`src/rtl/alu_mul_sequencer.sv`:
```
// Iterative shift-add 32x32 multiplier that borrows the core ALU's adder while busy.
// Optional early termination on an exhausted multiplier: define MULSEQ_EARLY_TERM_EN.
module alu_mul_sequencer #(
    parameter int WIDTH = 32,
    parameter int CNT_W = 5
) (
    input  logic             i_clk,
    input  logic             i_reset,
    input  logic             i_start,
    input  logic [WIDTH-1:0] i_op_a,
    input  logic [WIDTH-1:0] i_op_b,
    input  logic [WIDTH-1:0] i_dp_a,
    input  logic [WIDTH-1:0] i_dp_b,
    input  logic [1:0]       i_dp_control,
    output logic [WIDTH-1:0] o_alu_a,
    output logic [WIDTH-1:0] o_alu_b,
    output logic [1:0]       o_alu_control,
    input  logic [WIDTH-1:0] i_alu_result,
    output logic             o_busy,
    output logic             o_done,
    output logic [WIDTH-1:0] o_product,
    output logic [1:0]       o_mul_flags
);

    // state  | meaning
    // S_IDLE | ALU owned by the datapath, waiting for start
    // S_ITER | one multiplier bit consumed per cycle through the ALU adder
    // S_DONE | single-cycle done pulse; product latched on exit
    typedef enum logic [1:0] {
        S_IDLE = 2'd0,
        S_ITER = 2'd1,
        S_DONE = 2'd2
    } state_t;

    state_t             r_state;
    state_t             w_state_nxt;
    logic [WIDTH-1:0]   r_acc;
    logic [WIDTH-1:0]   r_mcand;
    logic [WIDTH-1:0]   r_mplr;
    logic [CNT_W-1:0]   r_count;
    logic [WIDTH-1:0]   r_product;
    logic [1:0]         r_flags;
    logic               w_last;
    logic               w_early;

    assign w_last = (r_count == CNT_W'(WIDTH - 1));

`ifdef MULSEQ_EARLY_TERM_EN
    // Once every remaining multiplier bit is zero the accumulator is final.
    assign w_early = (r_mplr == '0);
`else
    assign w_early = 1'b0;
`endif

    always_ff @(posedge i_clk or posedge i_reset) begin
        if (i_reset) begin
            r_state <= S_IDLE;
        end else begin
            r_state <= w_state_nxt;
        end
    end

    always_comb begin
        w_state_nxt   = r_state;
        o_alu_a       = i_dp_a;
        o_alu_b       = i_dp_b;
        o_alu_control = i_dp_control;
        o_busy        = 1'b0;
        o_done        = 1'b0;
        case (r_state)
            S_IDLE: begin
                if (i_start) begin
                    w_state_nxt = S_ITER;
                end
            end
            S_ITER: begin
                o_alu_a       = r_acc;
                o_alu_b       = r_mcand;
                o_alu_control = 2'b00;
                o_busy        = 1'b1;
                if (w_early || w_last) begin
                    w_state_nxt = S_DONE;
                end
            end
            S_DONE: begin
                o_alu_a       = r_acc;
                o_alu_b       = r_mcand;
                o_alu_control = 2'b00;
                o_busy        = 1'b1;
                o_done        = 1'b1;
                w_state_nxt   = S_IDLE;
            end
            default: begin
                w_state_nxt = S_IDLE;
            end
        endcase
    end

    always_ff @(posedge i_clk or posedge i_reset) begin
        if (i_reset) begin
            r_acc     <= '0;
            r_mcand   <= '0;
            r_mplr    <= '0;
            r_count   <= '0;
            r_product <= '0;
            r_flags   <= 2'b01;
        end else begin
            case (r_state)
                S_IDLE: begin
                    if (i_start) begin
                        r_mcand <= i_op_a;
                        r_mplr  <= i_op_b;
                        r_acc   <= '0;
                        r_count <= '0;
                    end
                end
                S_ITER: begin
                    if (!w_early) begin
                        if (r_mplr[0]) begin
                            r_acc <= i_alu_result;
                        end
                        r_mcand <= r_mcand << 1;
                        r_mplr  <= r_mplr >> 1;
                        r_count <= r_count + CNT_W'(1);
                    end
                end
                S_DONE: begin
                    r_product <= r_acc;
                    r_flags   <= {r_acc[WIDTH-1], (r_acc == '0)};
                end
                default: begin
                    r_acc <= r_acc;
                end
            endcase
        end
    end

    assign o_product   = r_product;
    assign o_mul_flags = r_flags;

endmodule
```
`config.mk`:
```
export PLATFORM = sky130hd
export DESIGN_NAME = alu_mul_sequencer
export DESIGN_NICKNAME = d
export VERILOG_FILES = /design/src/rtl/alu_mul_sequencer.sv
export SDC_FILE = /design/constraint.sdc
export NUM_CORES = 1
export LEC_CHECK = 0
export BUFFER_PORTS_ARGS = -buffer_cell sky130_fd_sc_hd__buf_4
export CAP_MARGIN = 5
export CORE_MARGIN = 1
export CORE_UTILIZATION = 40
export CTS_CLUSTER_SIZE = 30
export DETAILED_ROUTE_END_ITERATION = 8
export MAX_ROUTING_LAYER = met4
export PLACE_DENSITY = 0.68
export SLEW_MARGIN = 20
export SYNTH_ARGS = -nofsm -noshare
export SYNTH_HDL_FRONTEND = slang
export SYNTH_SLANG_ARGS = --single-unit
```
`constraint.sdc`:
```
create_clock -name i_clk -period 7.3 [get_ports i_clk]
set_input_delay 0.365 -clock i_clk [delete_from_list [all_inputs] [get_ports i_clk]]
set_output_delay 0.365 -clock i_clk [all_outputs]
set_load 0.005 [all_outputs]
```
==> flow_metrics.tcl, run 1 <==
set metrics [dict create \
    status "finished with violations" \
    violations "hold timing" \
    finalWorstSetupSlack_ns 4.54 \
    finalSetupTns_ns 0 \
    hpwlAfterDp_mm 12.2 \
    antenna_violating_nets_post_route 0 \
    initialDrtViolationCount 160 \
    syn_area_um2 6530 \
    critical-path-top-delay-family "adder cells" \
    area_delta_synth_final_pct 41.7 \
    postSynthCellCount 547 \
    final_hold_viol_count 8 \
    avgViaCountPerCell 5.05 \
    finalClockSkew_ns 0.00545 \
    grt_remaining_overflow 0 \
    period_needed_ns 2.76 \
    worstSetupPathType "reg2out" \
    globalRouteTotalUtil_pct 20.9 \
    dr.pass1.iters 4 \
    tritoncts "built" \
    port_buffers 266 \
    reg2reg_depth 6 \
    drive_above_1_share_pct 49.9 \
    wl_mm 17.0 \
    p_leak_nw 4.64 \
    ir_drop_mv 0.234 \
    ctsHoldBuffers 0 \
    postSynthAreaPerCell_um2 11.9 \
    cts_inserted_buffers 17 \
    path_buf_inv 2 \
    placed_cells_incl_taps 990 \
    cp.required_ns 6.93 \
    clk_path_buf_depth 2 \
    clkTransAtPathRegs_ns 0.06 \
    grt_pass1_vias 5100 \
    die_x_um 130 \
    place_worst_setup_slack_ns 4.26 \
    num_rows 46 \
    hold_class "in2async" \
    max_stage_delay_ns 0.84 \
    critPathSlowestCell "ha_4" \
    final_common_cell "buf_4" \
    cts_root_buffer "clkbuf_16" \
    die_h_um 130 \
    grt_pass1_wl_mm 26.0 \
    synth.net_count 717 \
    clk_latency_ns 0.41 \
    grt_max_degree 131 \
    avgRoutedWirePerCell_um 16.7 \
    start_util_pct 41.1 \
    die_area_um2 16800 \
    drc 0 \
    setup_viol 0 \
    synthDistinctLibCells 28 \
    tightest_slew_ns 1.07 \
    critPathLaunchType "register" \
    rsz0062_at_grt "false" \
    crit_fanout 67 \
    io_pins 267 \
    grt_antenna_before_repair 1 \
    max_slew_margin_pct 29.0 \
    cts_setup_buffers 0 \
    worstSetupEndpointType "output port" \
    power_density_nw_per_um2 375 \
    core_area_um2 15900 \
    nets 963 \
    synth-seq-cells 136 \
    final_util_pct 58.2 \
    drv_slew 0 \
    ctsResizeCount 0 \
    cts.sinks 136 \
    fin_cells 1022 \
    gp_congestion 0.762 \
    fin_crit_sh_pct 37.8 \
    drv_cap 0 \
    fmax_ghz 0.363 \
    r2r_start "r_state[1]" \
    vias 5166 \
    final.hold.worst_slack_ns -0.0134 \
    synth_warnings 0 \
    fill_cells 1349 \
    ys_seq_area_share_pct 52.2 \
    final_cell_mix "buf_4, dfrtp_1, mux2_2, nand2_1, o21ai_0" \
    arrival_ns 2.39 \
    r2r_slack_ns 4.70 \
    r2r_end "r_acc[23]" \
    cp_cell_sequence "inv_1 > ha_4 > mux2_2 > buf_4" \
    h-tree-depth 4 \
]
==> metrics by stage <==
step	total power [W]	instance area (um^2)
6_report	0.00347	9250
5_1_grt	0.00371	9250
4_1_cts	0.00352	9240
3_5_place_dp	0.00262	8630
3_3_place_gp	0.00255	8630
2_1_floorplan	0.00211	6530
==> cells by family after synthesis <==
kind of cell / share of synthesized area [%]
DFF: 52.2
and+or+nand+nor: 5.87
AOI/OAI and AO/OA: 10.8
muxes: 26.2
buffers and inverters: 3.97
adders and majority gates: 0.959
==> metal layers <==
metal,global-route usage [%],vias to the layer above,part of all wire (%)
met4,7.46,0,1.4
met5,-,-,0
met1,24.2,2503,40
li1,-,2462,-
met3,5.90,19,7.8
met2,34.6,182,50
==> state kept, by name, summed over array words and instances, names as in the netlist <==
register / flops
r_acc: 32
r_mcand: 32
r_mplr: 32
o_product: 31
r_count: 5
o_mul_flags: 2
r_state: 2
==> power breakdown <==
group          total [W]  switching [W]  internal (W)
combinational    0.00140       0.000663      0.000741
clock           0.000888       0.000319      0.000569
sequential       0.00118       0.000184      0.000993
total            0.00347        0.00117       0.00230
==> layout make-up <==
class	instances	area [um^2]	share of cell area, %
Sequential cell	136	3400	36.8
Multi-Input combinational cell	361	2900	31.4
Timing Repair Buffer	269	2030	21.9
Clock buffer	19	433	4.68
Tap cell	216	270	2.92
Clock inverter	12	175	1.89
Inverter	8	35.0	0.379
Antenna cell	1	2.50	0.0271
==> worst max-delay path by stage <==
stage | startpoint | slack, ns | endpoint | cells past startpoint
after CTS | r_state[1] | 4.25 | r_acc[23] | 5
after floorplan | i_reset | 3.30 | o_mul_flags[1] | 1
after global routing | r_state[0] | 4.43 | o_alu_a[22] | 4
after global placement | r_state[1] | 4.39 | r_acc[20] | 5
final | r_state[0] | 4.54 | o_alu_a[5] | 4
after detailed placement | r_state[1] | 4.26 | r_acc[23] | 5
==> cells in the mapped netlist <==
cell | n | area (um^2)
a21oi_1 | 4 | 20.0
a22o_1 | 34 | 298
a32o_1 | 2 | 20.0
and3_1 | 3 | 18.8
buf_2 | 21 | 105
buf_4 | 2 | 15.0
buf_6 | 5 | 56.3
clkbuf_1 | 14 | 52.6
dfrtp_1 | 135 | 3380
dfstp_2 | 1 | 26.3
ha_1 | 5 | 62.6
inv_1 | 8 | 30.0
mux2_2 | 96 | 1080
mux2i_1 | 63 | 631
nand2_1 | 67 | 251
nand2b_1 | 2 | 12.5
nand3_1 | 3 | 15.0
nand4_1 | 2 | 12.5
nor2b_1 | 2 | 12.5
nor3_1 | 1 | 5.00
nor4_1 | 5 | 31.3
nor4b_1 | 1 | 8.76
o21ai_0 | 65 | 325
o21ai_2 | 1 | 8.76
o21bai_4 | 1 | 18.8
o22ai_1 | 1 | 6.26
o2bb2ai_1 | 1 | 8.76
or4_1 | 2 | 15.0
Power figures use the tool's default switching activity.
==> run 2, diff against run 1 <==
--- a/config.mk
+++ b/config.mk
@@ -5,6 +5,7 @@
 export SDC_FILE = /design/constraint.sdc
 export NUM_CORES = 1
 export LEC_CHECK = 0
+export ABC_AREA = 1
 export BUFFER_PORTS_ARGS = -buffer_cell sky130_fd_sc_hd__buf_4
 export CAP_MARGIN = 5
 export CORE_MARGIN = 1
@@ -12,7 +13,7 @@
 export CTS_CLUSTER_SIZE = 30
 export DETAILED_ROUTE_END_ITERATION = 8
 export MAX_ROUTING_LAYER = met4
-export PLACE_DENSITY = 0.68
+export PLACE_DENSITY = 0.71
 export SLEW_MARGIN = 20
 export SYNTH_ARGS = -nofsm -noshare
 export SYNTH_HDL_FRONTEND = slang
==> constraint.sdc (replaced) <==
create_clock -name i_clk -period 2.2 [get_ports i_clk]
set_input_delay 0.11 -clock i_clk [delete_from_list [all_inputs] [get_ports i_clk]]
set_output_delay 0.11 -clock i_clk [all_outputs]
set_load 0.005 [all_outputs]
==> run 2 against run 1 <==
The run now ends clean. Register-to-register slack worse by 4.3 ns. Sequential cell count did not move. Utilization rose by 7.3 points. First-iteration DRC count rose by 95%. Critical endpoint is now o_alu_b[17]. Die area is 1.1% higher. Largest cell class unchanged. Cell area up 13%. Count of clock-buffer cells in the layout is 2 higher. Synthesized cell count up 44%. Worst setup slack worse by 4.4 ns. Power grew to 4.6 times the previous value.
==> flow_metrics.tcl, run 2 <==
set metrics [dict create \
    cts_inserted_buffers 17 \
    dr.pass1.iters 4 \
    avgViaCountPerCell 4.87 \
    port_buffers 266 \
    synthTopCellsByArea "dfrtp_1, nand2_1, mux2_2" \
    start_util_pct 41.2 \
    antenna_violating_nets_post_route 0 \
    area_delta_synth_final_pct 58.9 \
    grt_pass1_vias 6327 \
    synth_warnings 0 \
    grt_pass1_wl_mm 30.6 \
    core_area_um2 16000 \
    drive_above_1_share_pct 32.8 \
    h-tree-depth 4 \
    yosysMostFrequentCell "nand2_1" \
    io_pins 267 \
    final_hold_viol_count 0 \
    power_density_nw_per_um2 1510 \
    synth-edff-count 0 \
    grt_max_degree 137 \
    top_regs "r_acc: 32 flops, r_mcand: 32 flops, r_mplr: 32 flops" \
    final_util_pct 65.5 \
    synth-seq-cells 136 \
    synth.net_count 957 \
    num_rows 46 \
    finalClockSkew_ns 0.00789 \
    tightest_slew_ns 0.738 \
    die_area_um2 17000 \
    vias 6626 \
    n_antenna_cell 0 \
    r2r_slack_ns 0.41 \
    postSynthCellCount 787 \
    grt_remaining_overflow 0 \
    r2r_start "r_state[1]" \
    period_needed_ns 2.10 \
    tritoncts "built" \
    hold_class "in2reg" \
    setup_viol 0 \
    p_leak_nw 5.11 \
    final_common_cell "nand2_1" \
    ys_async_sr_fraction_pct 100 \
    hpwlAfterDp_mm 12.6 \
    globalRouteTotalUtil_pct 24.2 \
    multi_input_area_um2 2900 \
    fmax_ghz 0.476 \
    initialDrtViolationCount 312 \
    finalSetupTns_ns 0 \
    worstSetupEndpointType "output port" \
    max_slew_margin_pct 50.8 \
    gp_congestion 0.818 \
    ys_seq_area_share_pct 51.6 \
    fill_cells 1326 \
    avgRoutedWirePerCell_um 14.8 \
    final.hold.worst_slack_ns 0.0784 \
    drv_cap 0 \
    critPathSlowestCell "dfrtp_1" \
    wl_mm 20.1 \
    synth_top_area_share_pct 51.2 \
    critPathLaunchType "register" \
    grt_antenna_before_repair 0 \
    clkTransAtPathRegs_ns 0.06 \
    die_x_um 130 \
    seqCellArea_um2 3400 \
    clk_latency_ns 0.42 \
    fin_crit_sh_pct 95.5 \
    cp_cell_sequence "inv_1 > ha_4 > buf_12 > mux2_2 > buf_4" \
    clk_path_buf_depth 2 \
    yosys.area.top_type "dfrtp_1" \
    ys_top_cells_by_count "nand2_1, dfrtp_1, nor2_1, a31oi_1, mux2_2" \
    die_h_um 130 \
    path_buf_inv 3 \
    worstHoldStart "i_start" \
    worstSetupPathType "reg2out" \
    postSynthAreaPerCell_um2 8.39 \
    cts_root_buffer "clkbuf_16" \
    cp-startpoint "r_state[0]" \
    nets 1301 \
    rsz0062_at_grt "false" \
    synthDistinctLibCells 21 \
    synth_flop_cell "dfrtp_1" \
    drv_slew 0 \
    cts.sinks 136 \
    max_stage_delay_ns 0.41 \
    ir_drop_mv 0.707 \
    critical-path-top-delay-family "buffers and inverters" \
    arrival_ns 1.99 \
    syn_area_um2 6600 \
    crit_fanout 30 \
    status "completed" \
    drc 0 \
    final_cell_mix "nand2_1, buf_4, dfrtp_1, dlygate4sd3_1, nor2_1" \
    cp.required_ns 2.09 \
]
run 2: changes by cell type in the layout (fill, tap and decap cells not counted), sizes merged, moves of 9 or more:
cell | previous run | this run
nand2 | 67 | 288
mux2i | 63 | 0
o21ai | 66 | 49
inv | 9 | 21
nor2 | 0 | 94
a22o | 34 | 0
dlygate4sd3 | 0 | 97
a21oi | 4 | 13
a31oi | 0 | 62
mux2 | 96 | 54
buf | 269 | 282
run 2: where the power goes:
part	switching, W	internal (W)	total (W)
Sequential	0.000896	0.00370	0.00460
Clock	0.00108	0.00210	0.00318
Combinational	0.00402	0.00400	0.00802
run 2: tightest hold or removal path, delay by kind of cell:
family        cells  cell delay [ns]
simple gates      3             0.26
buf+inv           1             0.09
run 2: kinds of logic after synthesis:
logic type                 synth area share (%)
and+or+nand+nor                            22.5
DFF                                        51.6
AOI/OAI and AO/OA                          10.7
buffers and inverters                      4.99
muxes                                      9.21
adders and majority gates                 0.948
run 2: routing by layer:
layer / share of wire, % / vias up / global-route usage [%] / wire (um)
met5: 0 / - / - / 0
met4: 2.5 / 0 / 10.1 / 493
met3: 5.8 / 43 / 4.40 / 1160
met2: 50 / 250 / 41.9 / 9990
met1: 42 / 3069 / 27.7 / 8440
li1: - / 3264 / - / -
run 2: cell type report:
type,instances,share of cell area (%)
Sequential cell,136,32.5
Timing Repair Buffer,379,30.2
Multi-Input combinational cell,576,27.7
Clock buffer,21,4.49
Tap cell,216,2.58
Clock inverter,11,1.84
Inverter,21,0.787
run 2: worst paths after layout:
path                            endpoint  cells after the start
hold reg to reg            o_product[19]                      2
hold / removal                r_count[1]                      4
min in group asynchronous      r_mplr[8]                      4
setup reg to reg             r_mcand[11]                      8
max in group asynchronous    r_mcand[13]                      4
setup / recovery             o_alu_b[17]                      5
run 2: timing repair:
| item | CTS | global route |
|---|---|---|
| hold buffers | 97 | 0 |
| setup endpoints to repair | 45 | 0 |
| endpoints found under the hold margin | 231 | 0 |
| gates resized for setup | 0 | 0 |
| setup buffers | 1 | 0 |
run 2: per-stage QoR:
| step | cell area, um^2 | total power (W) | setup slack [ns] | cells |
|---|---|---|---|---|
| 2_1_floorplan | 6600 | 0.00907 | 0.398 | 787 |
| 3_3_place_gp | 8840 | 0.0123 | 0.459 | 1230 |
| 6_report | 10500 | 0.0158 | 0.0983 | 1360 |
| 5_1_grt | 10500 | 0.0170 | 0.0138 | 1360 |
| 4_1_cts | 10500 | 0.0158 | 0.0677 | 1360 |
| 3_5_place_dp | 8840 | 0.0124 | 0.406 | 1230 |
